<file path="config.mk">
export PLATFORM = sky130hd
export DESIGN_NAME = alu_exec_ctrl
export DESIGN_NICKNAME = d
export VERILOG_FILES = /design/src/rtl/alu_exec_ctrl.sv
export SDC_FILE = /design/constraint.sdc
export NUM_CORES = 1
export LEC_CHECK = 0
export ABC_AREA = 0
export CORE_MARGIN = 5
export CORE_UTILIZATION = 55
export CTS_BUF_LIST = sky130_fd_sc_hd__clkbuf_4
export DETAILED_ROUTE_END_ITERATION = 16
export PLACE_DENSITY = 0.76
export SETUP_SLACK_MARGIN = 0.4
export SYNTH_ARGS = -nofsm -noshare
export SYNTH_HDL_FRONTEND = slang
export SYNTH_SLANG_ARGS = --single-unit
export TNS_END_PERCENT = 100
</file>
<file path="constraint.sdc">
create_clock -name clk -period 3.8 [get_ports clk]
set_clock_uncertainty 0.1 [all_clocks]
set_input_delay 0.38 -clock clk [delete_from_list [all_inputs] [get_ports clk]]
set_output_delay 0.38 -clock clk [all_outputs]
set_load 0.01 [all_outputs]
</file>
<file path="src/rtl/alu_exec_ctrl.sv">
// Execution stage of the APB ALU: pops {op, a, b} from FIFO_IN, executes it
// (iterative shift-add for MUL), and pushes {err, result} into FIFO_OUT.
module alu_exec_ctrl #(
    parameter int DATA_SIZE = 8,
    parameter int OP_SIZE   = 4,
    parameter int CMD_SIZE  = OP_SIZE + 2*DATA_SIZE,
    parameter int OUT_SIZE  = 2*DATA_SIZE + 1
) (
    input  logic                clk,
    input  logic                rst_n,
    input  logic                empty_in,
    input  logic [CMD_SIZE-1:0] data_in,
    output logic                r_en_in,
    input  logic                full_out,
    output logic                w_en_out,
    output logic [OUT_SIZE-1:0] data_out,
    output logic                busy,
    output logic [2:0]          o_dbg_state
);

    typedef enum logic [2:0] {
        ST_IDLE = 3'd0,
        ST_POP  = 3'd1,
        ST_LOAD = 3'd2,
        ST_EXEC = 3'd3,
        ST_PUSH = 3'd4
    } state_t;

    localparam int RES_W = 2*DATA_SIZE;
    localparam int CNT_W = $clog2(DATA_SIZE + 1);

    localparam logic [OP_SIZE-1:0] OP_ADD = OP_SIZE'(0);
    localparam logic [OP_SIZE-1:0] OP_SUB = OP_SIZE'(1);
    localparam logic [OP_SIZE-1:0] OP_AND = OP_SIZE'(2);
    localparam logic [OP_SIZE-1:0] OP_OR  = OP_SIZE'(3);
    localparam logic [OP_SIZE-1:0] OP_XOR = OP_SIZE'(4);
    localparam logic [OP_SIZE-1:0] OP_MUL = OP_SIZE'(5);
    localparam logic [OP_SIZE-1:0] OP_SHL = OP_SIZE'(6);
    localparam logic [OP_SIZE-1:0] OP_SHR = OP_SIZE'(7);

    state_t                 r_state;
    logic [OP_SIZE-1:0]     r_op;
    logic [DATA_SIZE-1:0]   r_a;
    logic [DATA_SIZE-1:0]   r_b;
    logic [RES_W-1:0]       r_res;
    logic                   r_err;
    logic [CNT_W-1:0]       r_cnt;
    logic [RES_W-1:0]       r_acc;
    logic [RES_W-1:0]       r_mcand;
    logic [DATA_SIZE-1:0]   r_mplier;

    logic [OP_SIZE-1:0]     w_op;
    logic [DATA_SIZE-1:0]   w_a;
    logic [DATA_SIZE-1:0]   w_b;
    logic [DATA_SIZE:0]     w_sum;
    logic [DATA_SIZE:0]     w_diff;
    logic [DATA_SIZE-1:0]   w_shamt;
    logic [RES_W-1:0]       w_res;
    logic                   w_err;
    logic                   w_mul_done;

    assign w_op  = data_in[CMD_SIZE-1 -: OP_SIZE];
    assign w_a   = data_in[2*DATA_SIZE-1 -: DATA_SIZE];
    assign w_b   = data_in[DATA_SIZE-1:0];

    // SUB wraps modulo 2^(DATA_SIZE+1), so the top bit reads as the borrow.
    assign w_sum   = {1'b0, r_a} + {1'b0, r_b};
    assign w_diff  = {1'b0, r_a} - {1'b0, r_b};
    assign w_shamt = DATA_SIZE'(r_b % DATA_SIZE);

    // MUL spends DATA_SIZE cycles on shift-add steps plus one cycle to retire the product.
    assign w_mul_done  = (r_cnt == CNT_W'(DATA_SIZE));
    assign o_dbg_state = r_state;

    always_comb begin
        w_res = '0;
        w_err = 1'b0;
        case (r_op)
            OP_ADD:  w_res = {{(RES_W-DATA_SIZE-1){1'b0}}, w_sum};
            OP_SUB:  w_res = {{(RES_W-DATA_SIZE-1){1'b0}}, w_diff};
            OP_AND:  w_res = {{DATA_SIZE{1'b0}}, r_a & r_b};
            OP_OR:   w_res = {{DATA_SIZE{1'b0}}, r_a | r_b};
            OP_XOR:  w_res = {{DATA_SIZE{1'b0}}, r_a ^ r_b};
            OP_MUL:  w_res = r_acc;
            OP_SHL:  w_res = {{DATA_SIZE{1'b0}}, r_a} << w_shamt;
            OP_SHR:  w_res = {{DATA_SIZE{1'b0}}, r_a >> w_shamt};
            default: w_err = 1'b1;
        endcase
    end

    // Handshake: r_en_in is a one-cycle pop issued only after empty_in=0 was seen in IDLE,
    // with data_in valid the following cycle; w_en_out is a one-cycle push issued only
    // after full_out=0 was seen in PUSH, and data_out holds its value until the next push.
    always_ff @(posedge clk or negedge rst_n) begin
        if (!rst_n) begin
            r_state  <= ST_IDLE;
            r_op     <= '0;
            r_a      <= '0;
            r_b      <= '0;
            r_res    <= '0;
            r_err    <= 1'b0;
            r_cnt    <= '0;
            r_acc    <= '0;
            r_mcand  <= '0;
            r_mplier <= '0;
            r_en_in  <= 1'b0;
            w_en_out <= 1'b0;
            data_out <= '0;
            busy     <= 1'b0;
        end else begin
            r_en_in  <= 1'b0;
            w_en_out <= 1'b0;
            case (r_state)
                ST_IDLE: begin
                    if (!empty_in) begin
                        r_state <= ST_POP;
                        r_en_in <= 1'b1;
                        busy    <= 1'b1;
                    end
                end
                ST_POP: begin
                    r_state <= ST_LOAD;
                end
                ST_LOAD: begin
                    r_op     <= w_op;
                    r_a      <= w_a;
                    r_b      <= w_b;
                    r_cnt    <= '0;
                    r_acc    <= '0;
                    r_mcand  <= {{DATA_SIZE{1'b0}}, w_a};
                    r_mplier <= w_b;
                    r_state  <= ST_EXEC;
                end
                ST_EXEC: begin
                    if (r_op == OP_MUL) begin
                        if (w_mul_done) begin
                            r_res   <= r_acc;
                            r_err   <= 1'b0;
                            r_state <= ST_PUSH;
                        end else begin
                            if (r_mplier[0]) begin
                                r_acc <= r_acc + r_mcand;
                            end
                            r_mcand  <= r_mcand << 1;
                            r_mplier <= r_mplier >> 1;
                            r_cnt    <= r_cnt + CNT_W'(1);
                        end
                    end else begin
                        r_res   <= w_res;
                        r_err   <= w_err;
                        r_state <= ST_PUSH;
                    end
                end
                ST_PUSH: begin
                    if (!full_out) begin
                        w_en_out <= 1'b1;
                        data_out <= {r_err, r_res};
                        busy     <= 1'b0;
                        r_state  <= ST_IDLE;
                    end
                end
                default: begin
                    r_state <= ST_IDLE;
                    busy    <= 1'b0;
                end
            endcase
        end
    end

endmodule
</file>
==> results of run 1 <==
-- what timing repair did --
action / 4_1_cts / 5_1_grt
setup endpoints to repair: 0 / 1
endpoints found under the hold margin: 69 / 0
resized for setup: 0 / 1
hold buffers: 1 / 0
-- worst max-delay path, cell delays in order (launching register included) --
cell	delay, ns
dfrtp_1	0.52
or3_1	0.42
nor2_2	0.23
nor2_1	0.09
xnor2_1	0.13
ha_1	0.35
a21o_1	0.19
a211oi_1	0.32
o21bai_1	0.14
xnor2_1	0.15
nor2_1	0.06
o32a_1	0.28
-- where the power goes --
part | switching [mW] | total (mW) | leakage [nW] | internal [mW]
clock network | 0.395 | 0.660 | 0.0781 | 0.266
logic | 1.88 | 3.42 | 1.74 | 1.54
registers | 0.502 | 2.02 | 1.33 | 1.52
-- stage by stage --
step | hold slack, ns | util, %
after global placement | 0.358 | 61.2
final | 0.339 | 62.8
after CTS | 0.316 | 62.7
after global routing | 0.331 | 62.8
after detailed placement | 0.370 | 61.2
after floorplan | -0.0156 | -
-- worst max path at each step --
stage | from | to | slack, ns | cells after the start
2_1_floorplan | r_b[0] | r_res[6] | 0.88 | 11
3_3_place_gp | r_op[1] | r_res[6] | 0.74 | 11
3_5_place_dp | r_op[1] | r_res[6] | 0.66 | 11
4_1_cts | r_op[1] | r_res[6] | 0.63 | 11
5_1_grt | r_op[1] | r_res[6] | 0.43 | 11
6_report | r_op[1] | r_res[6] | 0.72 | 11
-- routing by layer --
| metal | GRT usage (%) | vias up | part of all wire, % |
|---|---|---|---|
| met5 | 0 | - | 0 |
| met4 | 9.18 | 0 | 2.3 |
| met3 | 4.08 | 28 | 4.5 |
| met2 | 38.2 | 131 | 46 |
| met1 | 35.2 | 2510 | 47 |
| li1 | - | 2492 | - |
-- sequential cells by signal, indices dropped and copies added, names as in the netlist --
| signal | flops |
|---|---|
| r_en_in | 1 |
| busy | 1 |
| r_op | 4 |
| w_en_out | 1 |
| r_a | 8 |
| r_res | 16 |
| r_err | 1 |
| r_acc | 16 |
| r_b | 8 |
| o_dbg_state | 3 |
| data_out | 17 |
| r_cnt | 4 |
| r_mplier | 8 |
| r_mcand | 16 |
-- kinds of logic (layout without fill, tap and decap cells) --
family | count (synthesis) | after routing | share of synthesized area (%)
simple gates | 201 | 201 | 14.4
compound gates | 185 | 185 | 18.3
flops | 104 | 104 | 40.5
buf+inv | 58 | 101 | 4.25
mux | 54 | 54 | 10.4
fa+ha+maj | 45 | 45 | 9.00
xor+xnor | 23 | 23 | 3.14
other cells | 0 | 1 | 0
-- cell type report --
type	count	area, um2
flip-flops and latches	104	2600
multi-input cells	508	3550
repair buffers	62	581
inverters	23	86.3
well taps	143	179
fillers	993	4250
clock buffers	9	67.6
diodes	1	2.50
clock inverters	7	96.3
-- cells in the final DEF (no fill, tap or decap), drive strengths merged, types with 6 or more instances in the layout --
| cell type | synthesis | routed |
|---|---|---|
| dfrtp | 104 | 104 |
| nand2 | 96 | 96 |
| o21ai | 76 | 76 |
| nor2 | 48 | 48 |
| clkdlybuf4s50 | 0 | 45 |
| ha | 43 | 43 |
| a21oi | 28 | 28 |
| mux2 | 23 | 23 |
| mux2i | 23 | 23 |
| inv | 22 | 22 |
| xnor2 | 18 | 18 |
| buf | 18 | 16 |
| nand3 | 10 | 10 |
| clkbuf | 17 | 9 |
| nor3 | 9 | 9 |
| a31oi | 8 | 8 |
| a22oi | 8 | 8 |
| mux4 | 8 | 8 |
| o211ai | 7 | 7 |
| a21o | 7 | 7 |
| a211oi | 7 | 7 |
| o21bai | 6 | 6 |
==> results_dict.tcl, run 1 <==
set metrics [dict create \
    status "complete, no violations" \
    routedWlPerCell_um 19.4 \
    hold_path_depth 3 \
    root_buffer "clkbuf_4" \
    syn2layout_area_growth_pct 11.7 \
    end_kind "register" \
    hold_viol_final 0 \
    min_period_ns 3.08 \
    critical_path_class "reg -> reg" \
    yosysMostFrequentCell "dfrtp_1" \
    min_period_over_period_pct 81.0 \
    required_ns 4.10 \
    synth_edf_count 0 \
    regToRegSetupSlack_ns 0.72 \
    io_pins 47 \
    crit_arrival_ns 3.38 \
    dieArea_um2 13900 \
    place_inst 839 \
    layout-drive-gt1-share_pct 10.7 \
    path_clk_slew_ns 0.16 \
    powerDensity_nw_per_um2 851 \
    antenna_left 0 \
    ctsLongestPathBuffers 2 \
    syn-cell-area_um2 6420 \
    die_w_um 118 \
    synth_cell_types 66 \
    synthTopCellsByCount "dfrtp_1 (104), nand2_1 (96), o21ai_0 (72)" \
    hp-start "data_in[16]" \
    max_freq_mhz 325 \
    drtPass1Iterations 5 \
    start_util_pct 56.2 \
    p_total_mw 6.10 \
    synth_top_area_cell "dfrtp_1" \
    core_um2 11400 \
    finalWorstSetupSlack_ns 0.723 \
    rr_startpoint "r_op[1]" \
    htreeDepth 3 \
    synth_top_area_share_pct 40.5 \
    worst_pin_slew_ns 1.16 \
    dp_slack_ns 0.660 \
    port_buffers 46 \
    post_synth_main_area_contributors "dfrtp_1 (41%), ha_1 (8.4%), o21ai_0 (5.6%)" \
    cts_tree "yes" \
    cts_num_sinks 104 \
    rsz0062_at_grt "false" \
    ys_warn_count 0 \
    holdPathEnd "r_op[0]" \
    min_path_type "in -> reg" \
    place_congestion 0.939 \
    viasPerCell 6.02 \
    syn_nets 739 \
    yosysSeqAreaShare_pct 40.5 \
    drt-total-wl_um 16700 \
    gr-usage-all-layers_pct 24.8 \
    grt.overflow.total 0 \
    final-instance-count-excl-fill 857 \
    maxCapViolCount 0 \
    fin_nets 777 \
    drtIter0Drc 333 \
    dp_hpwl_um 12600 \
    async_reset_ff_share_pct 100 \
    drc 0 \
    drv_slew 0 \
    p_leak_nw 3.14 \
    slew-limit-headroom_pct 22.1 \
    worstReg2RegEnd "r_res[6]" \
    placed_area_um2 6990 \
    grt_max_degree 72 \
    antenna_found_initial 1 \
    grt_pass1_vias 5143 \
    syn_avg_cell_area_um2 9.58 \
    clk_latency_ns 0.50 \
    setup_viol 0 \
    grt_pass1_wl_um 27600 \
    die_y_um 118 \
    ir_drop_v 0.000610 \
    ys_ff_latch 104 \
    synth_ff_type "dfrtp_1" \
    reg2reg_depth 11 \
    syn_inst 670 \
    num_rows 39 \
    critPathMaxFanout 11 \
    tns_ns 0 \
    vias 5161 \
    post-cts-setup-buffer-count 0 \
    stdcell_area_um2 7170 \
    critPathLaunchType "register" \
    numCtsBuffers 9 \
]
(Power assumes the default switching activity.)
==> run 2, diff against run 1 <==
- PLACE_DENSITY: 0.76 -> 0.79
- clock period: 3.8 -> 2.8 ns (I/O delays scaled with it)
==> results_dict.tcl, run 2 (synthesis results as in run 1) <==
set metrics [dict create \
    p_total_mw 9.00 \
    required_ns 3.09 \
    status "complete, no violations" \
    power_frac_seq_pct 29.9 \
    dp_hpwl_um 13200 \
    die_y_um 118 \
    p_int_mw 4.90 \
    tns_ns 0 \
    grt_pass1_wl_um 28700 \
    fin_nets 809 \
    ir_drop_v 0.000761 \
    drc 0 \
    path_cells "or3_4 > nor2_4 > nor2_2 > xnor2_1 > ha_1 > a21o_1 > a211oi_2 > o21bai_1 > xnor2_1 > nor2_1 > o32a_1" \
    min_period_ns 2.70 \
    power_frac_clock_pct 7.6 \
    die_w_um 118 \
    cts_num_sinks 104 \
    routedWlPerCell_um 19.8 \
    critPathMaxFanout 6 \
    grt_pass1_vias 5504 \
    port_buffers 46 \
    maxCapViolCount 0 \
    dieArea_um2 13900 \
    min_path_type "in -> async" \
    syn2layout_area_growth_pct 18.1 \
    min_period_over_period_pct 96.3 \
    path_clk_slew_ns 0.16 \
    hold_viol_final 0 \
    grt_max_degree 42 \
    regToRegSetupSlack_ns 0.10 \
    rsz0062_at_grt "true" \
    critPathLaunchType "register" \
    crit_path_frequent_cell "xnor2_1" \
    viasPerCell 6.22 \
    drtPass1Iterations 8 \
    clk_latency_ns 0.48 \
    setup_viol 0 \
    final_cell_mix "dfrtp_1 (100), nand2_1 (95), o21ai_0 (63), buf_4 (46), clkdlybuf4s50_1 (45)" \
    largest_reg_flops 17 \
    num_rows 39 \
    htreeDepth 3 \
    fillers 907 \
    vias 5524 \
    slew-limit-headroom_pct 63.6 \
    combPwrFrac_pct 62.4 \
    top_register "data_out" \
    antenna_left 0 \
    crit_arrival_ns 2.98 \
    powerDensity_nw_per_um2 1190 \
    drtIter0Drc 498 \
    worstReg2RegEnd "r_res[6]" \
    layout-drive-gt1-share_pct 19.9 \
    cpLargestDelayFamily "compound AO/OA/AOI/OAI gates" \
    antenna_found_initial 1 \
    end_kind "register" \
    grt.overflow.total 0 \
    drv_slew 0 \
    io_pins 47 \
    worst_pin_slew_ns 0.546 \
    p_leak_nw 3.30 \
    cp_slowest_cell "dfrtp_2" \
    path_buf_inv 0 \
    final-instance-count-excl-fill 888 \
    numCtsBuffers 9 \
    reg2reg_depth 11 \
    rr_startpoint "r_op[2]" \
    critPathMaxStageDelay_ns 0.47 \
    ctsLongestPathBuffers 2 \
    max_freq_mhz 371 \
    gr-usage-all-layers_pct 25.7 \
    place_congestion 1.02 \
    start_util_pct 56.2 \
    place_inst 855 \
    root_buffer "clkbuf_4" \
    cts_tree "yes" \
    core_um2 11400 \
    power_switching_mw 4.11 \
    drt-total-wl_um 17600 \
    critical_path_class "reg -> reg" \
    final_common_cell "dfrtp_1" \
    switching_share_pct 45.6 \
]
==> run 2: worst max-delay path by stage <==
stage          startpoint  endpoint  slack (ns)  cells after the start
3_5_place_dp      r_op[2]  r_res[6]        0.03                     11
3_3_place_gp      r_op[2]  r_res[6]        0.09                     11
4_1_cts           r_op[2]  r_res[6]        0.15                     11
6_report          r_op[2]  r_res[6]        0.10                     11
5_1_grt           r_op[2]  r_res[5]       -0.05                     12
2_1_floorplan     r_op[1]  r_res[6]        0.15                     12
==> run 2: repair_timing <==
action / in CTS / in global routing
endpoints found under the hold margin: 38 / 0
hold buffers: 1 / 0
endpoints found under the setup margin: 14 / 30
pin swaps: 11 / 21
setup buffers: 10 / 6
gates resized for setup: 12 / 37
==> run 2: cell type report <==
class | instances | area (um2) | share of cell area (%)
antenna | 1 | 2.50 | 0.0330
clock buffer | 12 | 90.1 | 1.19
tap | 143 | 179 | 2.36
timing repair buffer | 94 | 837 | 11.0
inverter | 23 | 86.3 | 1.14
sequential | 104 | 2610 | 34.4
clock inverter | 3 | 20.0 | 0.264
multi-input combinational | 508 | 3760 | 49.6
==> run 2: power groups by stage <==
stage / sequential (mW) / combinational, mW / clock (mW)
after CTS: 2.67 / 5.14 / 0.714
after global routing: 2.77 / 6.18 / 0.765
final: 2.69 / 5.62 / 0.688
after detailed placement: 2.71 / 4.95 / 0
after floorplan: 2.54 / 3.53 / 0
after global placement: 2.66 / 4.80 / 0
==> run 2: metal layers <==
layer	up-vias	track usage, %	routed length, um
met5	-	0	0
met3	36	3.60	1190
met2	227	41.5	8380
met1	2703	35.2	7480
li1	2558	-	-
met4	0	9.61	518
==> run 2: worst register-to-register path, stage by stage (launching register included) <==
cell and delay (ns):
dfrtp_2 0.47, or3_4 0.40, nor2_4 0.10, nor2_2 0.04
xnor2_1 0.12, ha_1 0.31, a21o_1 0.19, a211oi_2 0.25
o21bai_1 0.12, xnor2_1 0.16, nor2_1 0.06, o32a_1 0.28
==> run 2: through the flow <==
stage	util, %	hold slack (ns)	setup WS (ns)	area (um2)
2_1_floorplan	-	-0.116	0.149	6470
3_3_place_gp	62.6	0.187	0.0937	7150
3_5_place_dp	62.6	0.200	0.0345	7150
4_1_cts	64.8	0.188	0.147	7390
5_1_grt	66.4	0.223	-0.0474	7580
6_report	66.4	0.194	0.104	7580
==> run 3, diff against run 2 <==
- SLEW_MARGIN: not set -> 30
==> results of run 3 <==
No change in the layout: final DEF, timing and power equal those of run 2.
